`src/rtl/mini_alu_pkg.sv`:
```
// Shared definitions for the control-unit fetch path: instruction geometry,
// HALT encoding and sequencer states.
package mini_alu_pkg;

  localparam int INSTR_W    = 48;
  localparam int OPCODE_MSB = 47;
  localparam int OPCODE_LSB = 39;
  localparam int OPCODE_W   = OPCODE_MSB - OPCODE_LSB + 1;

  localparam logic [OPCODE_W-1:0] HALT_OPCODE = 9'h1FF;

  typedef enum logic [1:0] {
    ST_IDLE = 2'd0,
    ST_RUN  = 2'd1,
    ST_DONE = 2'd2
  } seq_state_e;

  function automatic logic is_halt(input logic [OPCODE_W-1:0] opc);
    return opc == HALT_OPCODE;
  endfunction

endpackage

```
`src/rtl/program_store.sv`:
```
// Program memory: register array with one synchronous write port and one
// asynchronous read port. Contents are not reset.
module program_store
  import mini_alu_pkg::*;
#(
  parameter int DEPTH = 8,
  localparam int AW = $clog2(DEPTH)
) (
  input  logic               CLK,
  input  logic               wr_en,
  input  logic [AW-1:0]      wr_addr,
  input  logic [INSTR_W-1:0] wr_data,
  input  logic [AW-1:0]      rd_addr,
  output logic [INSTR_W-1:0] rd_data
);

  logic [INSTR_W-1:0] mem [DEPTH];

  always_ff @(posedge CLK) begin
    if (wr_en) mem[wr_addr] <= wr_data;
  end

  assign rd_data = mem[rd_addr];

endmodule

```
`src/rtl/instr_sequencer.sv`:
```
// Fetch sequencer: loads a program through a valid/ready port, then issues
// it one instruction per clock until end of program or a HALT opcode.
module instr_sequencer
  import mini_alu_pkg::*;
#(
  parameter int DEPTH = 8,
  localparam int PW = $clog2(DEPTH) + 1
) (
  input  logic               CLK,
  input  logic               RST_N,
  input  logic               LOAD_VALID,
  input  logic [INSTR_W-1:0] LOAD_DATA,
  output logic               LOAD_READY,
  input  logic               START,
  input  logic               STALL,
  input  logic               CLEAR,
  output logic [INSTR_W-1:0] INSTRUCTION,
  output logic               ISSUE_VALID,
  output logic               BUSY,
  output logic               DONE,
  output logic [PW-1:0]      PC,
  output logic [PW-1:0]      COUNT
);

  localparam int AW = PW - 1;
  localparam logic [PW-1:0] FULL_CNT = PW'(DEPTH);

  seq_state_e         state_q;
  seq_state_e         state_nxt;
  logic [PW-1:0]      pc_q;
  logic [PW-1:0]      count_q;
  logic [PW-1:0]      count_ld;
  logic               load_fire;
  logic [INSTR_W-1:0] fetch_word;
  logic               at_end;
  logic               fetch_halt;

  logic               busy_c;
  logic               done_c;
  logic               issue_en;
  logic               pc_rst;
  logic               cnt_clr;

  logic [INSTR_W-1:0] instr_p0;
  logic               vld_p0;

  assign LOAD_READY = (state_q == ST_IDLE) && (count_q < FULL_CNT);
  assign load_fire  = LOAD_VALID && LOAD_READY;
  // Count including a same-cycle load, so START can launch a program whose
  // only word is arriving right now.
  assign count_ld   = count_q + PW'(load_fire);

  program_store #(.DEPTH(DEPTH)) u_store (
    .CLK     (CLK),
    .wr_en   (load_fire),
    .wr_addr (count_q[AW-1:0]),
    .wr_data (LOAD_DATA),
    .rd_addr (pc_q[AW-1:0]),
    .rd_data (fetch_word)
  );

  assign at_end     = (pc_q == count_q);
  assign fetch_halt = is_halt(fetch_word[OPCODE_MSB:OPCODE_LSB]);

  always_ff @(posedge CLK or negedge RST_N) begin
    if (!RST_N) state_q <= ST_IDLE;
    else        state_q <= state_nxt;
  end

  always_comb begin
    state_nxt = state_q;
    unique case (state_q)
      ST_IDLE: if (START && (count_ld != '0)) state_nxt = ST_RUN;
      ST_RUN:  if (!STALL && (at_end || fetch_halt)) state_nxt = ST_DONE;
      ST_DONE: begin
        if (START)      state_nxt = ST_RUN;
        else if (CLEAR) state_nxt = ST_IDLE;
      end
      default: state_nxt = ST_IDLE;
    endcase
  end

  always_comb begin
    busy_c   = 1'b0;
    done_c   = 1'b0;
    issue_en = 1'b0;
    pc_rst   = 1'b0;
    cnt_clr  = 1'b0;
    unique case (state_q)
      ST_IDLE: pc_rst = START && (count_ld != '0);
      ST_RUN: begin
        busy_c   = 1'b1;
        issue_en = !STALL && !at_end && !fetch_halt;
      end
      ST_DONE: begin
        done_c  = 1'b1;
        pc_rst  = START || CLEAR;
        cnt_clr = !START && CLEAR;
      end
      default: ;
    endcase
  end

  always_ff @(posedge CLK or negedge RST_N) begin
    if (!RST_N) begin
      count_q <= '0;
      pc_q    <= '0;
    end else begin
      if (cnt_clr)        count_q <= '0;
      else if (load_fire) count_q <= count_ld;
      if (pc_rst)         pc_q <= '0;
      else if (issue_en)  pc_q <= pc_q + PW'(1);
    end
  end

  // Issue stage: registers the asynchronous store read onto INSTRUCTION.
  always_ff @(posedge CLK or negedge RST_N) begin
    if (!RST_N) begin
      instr_p0 <= '0;
      vld_p0   <= 1'b0;
    end else begin
      vld_p0 <= issue_en;
      if (issue_en) instr_p0 <= fetch_word;
    end
  end

  assign INSTRUCTION = instr_p0;
  assign ISSUE_VALID = vld_p0;
  assign BUSY        = busy_c;
  assign DONE        = done_c;
  assign PC          = pc_q;
  assign COUNT       = count_q;

endmodule
```
`config.mk`:
```
export PLATFORM = sky130hd
export DESIGN_NAME = instr_sequencer
export DESIGN_NICKNAME = d
export VERILOG_FILES = /design/src/rtl/mini_alu_pkg.sv /design/src/rtl/program_store.sv /design/src/rtl/instr_sequencer.sv
export SDC_FILE = /design/constraint.sdc
export NUM_CORES = 1
export LEC_CHECK = 0
export ABC_AREA = 1
export CAP_MARGIN = 20
export CORE_ASPECT_RATIO = 0.5
export CORE_UTILIZATION = 43
export CTS_CLUSTER_DIAMETER = 80
export DETAILED_ROUTE_END_ITERATION = 6
export DONT_BUFFER_PORTS = 1
export GPL_TIMING_DRIVEN = 0
export PLACE_DENSITY_LB_ADDON = 0.05
export SLEW_MARGIN = 20
export SYNTH_ARGS = -nofsm -noshare
export SYNTH_HDL_FRONTEND = slang
export SYNTH_SLANG_ARGS = --single-unit
export TNS_END_PERCENT = 50
```
`constraint.sdc`:
```
create_clock -name CLK -period 4.86 [get_ports CLK]
set_input_delay 0.486 -clock CLK [delete_from_list [all_inputs] [get_ports CLK]]
set_output_delay 0.486 -clock CLK [all_outputs]
set_load 0.005 [all_outputs]
```
==> results.sh <==
export IMPL_outcome="complete, no violations"
export IMPL_register_area_sq_um=13010
export IMPL_clock_skew_ps=14.94
export IMPL_reg2reg_to="INSTRUCTION[34]"
export IMPL_critical_path_class="reg2reg"
export IMPL_grt_busiest_layer="met2"
export IMPL_max_vdd_ir_drop_mv=0.2620
export IMPL_whs_path_depth=0
export IMPL_worst_slew_pin_slew_ps=852.3
export IMPL_synth_nets=1401
export IMPL_via_per_inst=5.495
export IMPL_io_buffers=0
export IMPL_synth_edf_count=384
export IMPL_reg2reg_depth=7
export IMPL_yosys_area_top_type_share_pct=66.84
export IMPL_ys_flop_type="edfxtp_1"
export IMPL_path_max_fanout=10
export IMPL_n_fill_cell=3378
export IMPL_pwr_share_seq_pct=40.7
export IMPL_slew_violations=0
export IMPL_cts_inserted_buffers=41
export IMPL_grt_pass1_vias=10970
export IMPL_final_nets=1469
export IMPL_post_dp_hpwl_microns=29720
export IMPL_multi_input_area_sq_um=3671
export IMPL_hold_path_class="in2reg"
export IMPL_dr_pass1_iters=5
export IMPL_combPwrFrac_pct=30.7
export IMPL_worstPathRequired_ps=5280
export IMPL_rows=51
export IMPL_core_sq_um=39180
export IMPL_rrSetupSlack_ps=1930
export IMPL_swShare_pct=36.26
export IMPL_grt_use_met3_pct=4.635
export IMPL_areaGrowthSynthToFinish_pct=15.33
export IMPL_min_to="u_store.mem[4][15]"
export IMPL_layout_min_cycle_time_ps=2928
export IMPL_cp_arrival_ps=3350
export IMPL_drt_total_wl_microns=46880
export IMPL_cpPeakStageDelay_ps=580
export IMPL_grtUsageMet1_pct=33.55
export IMPL_path_clk_slew_ps=70
export IMPL_start_kind="flop"
export IMPL_cts_tree="yes"
export IMPL_ys_seq_area_share_pct=75.40
export IMPL_startpoint="PC[2]"
export IMPL_insertion_delay_ps=550
export IMPL_dr_total_vias=10860
export IMPL_cts_sinks=443
export IMPL_p_leak_nw=6.980
export IMPL_finalCritPeriodShare_pct=60.26
export IMPL_end_kind="flop"
export IMPL_clockPowerShare_pct=28.6
export IMPL_syn_area_per_cell_sq_um=12.84
export IMPL_crit_top_cell="clkbuf_1"
export IMPL_die_area_sq_um=40970
export IMPL_crit_path_top_delay_cell="clkbuf_1"
export IMPL_setup_viol=0
export IMPL_p_per_area_nw_per_um2=588.6
export IMPL_yosysTopAreaCell="edfxtp_1"
export IMPL_layout_drive_gt1_share_pct=9.412
export IMPL_drc=0
export IMPL_ys_ff_latch=443
export IMPL_hold_start="LOAD_DATA[15]"
export IMPL_yosys_top_cells_count="edfxtp_1, o21ai_0, nor2_1, nand2_1, dfrtp_1"
export IMPL_rr_startpoint="PC[2]"
export IMPL_yosysUniqueCellTypes=28
export IMPL_grt_overflow_total=0
export IMPL_ioPinCount=114
export IMPL_postRouteAntennaNets=0
export IMPL_wl_per_cell_microns=23.72
export IMPL_grt_setup_unrepaired="false"
export IMPL_synth_area_top_cells="edfxtp_1, dfrtp_1, o21ai_0"
export IMPL_grtUsageTotal_pct=23.20
export IMPL_grt_max_degree=60
export IMPL_setup_tns_ps=0
export IMPL_cp_cell_sequence="inv_1 -> buf_2 -> clkbuf_1 -> clkbuf_1 -> o221ai_1 -> o21ai_0 -> o21ai_1"
export IMPL_place_gp_congestion=0.7705
export IMPL_antenna_found_initial=1
export IMPL_drt_iter0_drc=963
export IMPL_grt_util_met2_pct=35.85
export IMPL_maxCapViolCount=0
export IMPL_synth_area_sq_um=17250
export IMPL_cts_htree_levels=2
export IMPL_final_core_util_pct=50.78
export IMPL_hold_violations=0
export IMPL_root_buffer="clkbuf_16"
export IMPL_die_h_microns=143.6
export IMPL_layout_setup_ws_ps=1932
export IMPL_synth_most_common_cell="edfxtp_1"
export IMPL_die_width_microns=285.3
export IMPL_place_ws_ps=1994
export IMPL_p_int_w=0.007465
export IMPL_synth_cells=1344
export IMPL_ys_async_sr_fraction_pct=13.32
export IMPL_start_util_pct=44.03
export IMPL_clock_fmax_ghz=0.3415
export IMPL_switching_power_w=0.004247
export IMPL_relSlewSlack_pct=43.18
export IMPL_yosys_warnings=0
export IMPL_clk_path_buf_depth=3
export IMPL_grt_pass1_wl_microns=69290
sequential cells by signal, summed over array words and instances (netlist names):
register	flops
u_store.mem	384
INSTRUCTION	48
COUNT	4
PC	4
state_q	2
ISSUE_VALID	1
cells by family (layout without fill, tap and decap cells):
| group | Yosys count | after routing | synth area share (%) |
|---|---|---|---|
| DFF | 443 | 443 | 75.40 |
| and+or+nand+nor | 411 | 411 | 9.298 |
| AOI/OAI and AO/OA | 337 | 337 | 11.01 |
| buffers and inverters | 142 | 243 | 3.670 |
| xor gates and xnor gates | 8 | 8 | 0.4062 |
| adders and majority gates | 3 | 3 | 0.2176 |
| other | 0 | 1 | 0 |
cell usage in the layout, fill, tap and decap left out, types with 2 or more instances in the layout:
cell type and instances:
nand3_1 31, inv_2 2, dlygate4sd3_1 6, o22ai_1 43, buf_4 4, xnor2_1 6, dfrtp_1 59, nand2_1 185
clkbuf_16 43, o21ai_0 208, clkbuf_1 54, buf_2 24, nor2_4 8, buf_6 7, nor2_1 181, clkinv_2 11
o21ai_2 2, o21ai_1 42, xor2_1 2, buf_12 7, inv_1 54, clkinv_4 3, bufinv_16 5, ha_1 3
clkinv_1 5, o221ai_1 39, inv_6 3, buf_16 12, nand3_2 2, edfxtp_1 384
layer usage:
metal / up-vias / part of all wire [%]
li1: 4994 / -
met1: 5477 / 47
met2: 317 / 44
met3: 71 / 6.5
met4: 0 / 2.2
met5: - / 0
worst max path at each step:
stage                          to  cells after the start
2_1_floorplan   u_store.mem[1][0]                      7
3_5_place_dp      INSTRUCTION[34]                      7
5_1_grt           INSTRUCTION[28]                      7
4_1_cts           INSTRUCTION[28]                      7
3_3_place_gp   u_store.mem[4][13]                      7
6_report          INSTRUCTION[34]                      7
power by group through the flow:
| stage | sequential, W | clock [W] | combinational, W |
|---|---|---|---|
| 6_report | 0.00477 | 0.00335 | 0.00360 |
| 3_5_place_dp | 0.00486 | 0 | 0.00357 |
| 5_1_grt | 0.00481 | 0.00355 | 0.00396 |
| 2_1_floorplan | 0.00478 | 0 | 0.00221 |
| 4_1_cts | 0.00478 | 0.00341 | 0.00360 |
| 3_3_place_gp | 0.00487 | 0 | 0.00345 |
worst max-delay path: cells and delay by family (launching register included):
family,cells,cell delay [ps]
buffers and inverters,4,1770
AOI/OAI and AO/OA,3,540
DFF,1,470
per-stage QoR:
step | total power (W) | cells | hold slack, ps | cell area, sq um
2_1_floorplan | 0.006992 | 1344 | 190.4 | 17250
3_3_place_gp | 0.008319 | 1874 | 195.6 | 17910
3_5_place_dp | 0.008432 | 1892 | 194.3 | 18420
4_1_cts | 0.01179 | 1970 | 1.914 | 19840
5_1_grt | 0.01233 | 1975 | 0.9326 | 19890
6_report | 0.01171 | 1976 | 23.66 | 19900
layout make-up:
cell class,instances,share of cell area (%)
antenna,1,0.01258
inverter,57,1.088
clock buffer,48,5.553
buffer,85,2.094
timing repair buffer,25,2.666
sequential,443,65.38
tap,530,3.333
multi-input combinational,759,18.45
clock inverter,28,1.427
repair_timing:
| item | in CTS | in global routing |
|---|---|---|
| hold buffers | 2 | 5 |
| endpoints found under the hold margin | 59 | 15 |
| resized for setup | 0 | 0 |
| buffers inserted | 0 | 0 |
Power figures use the tool's default switching activity.
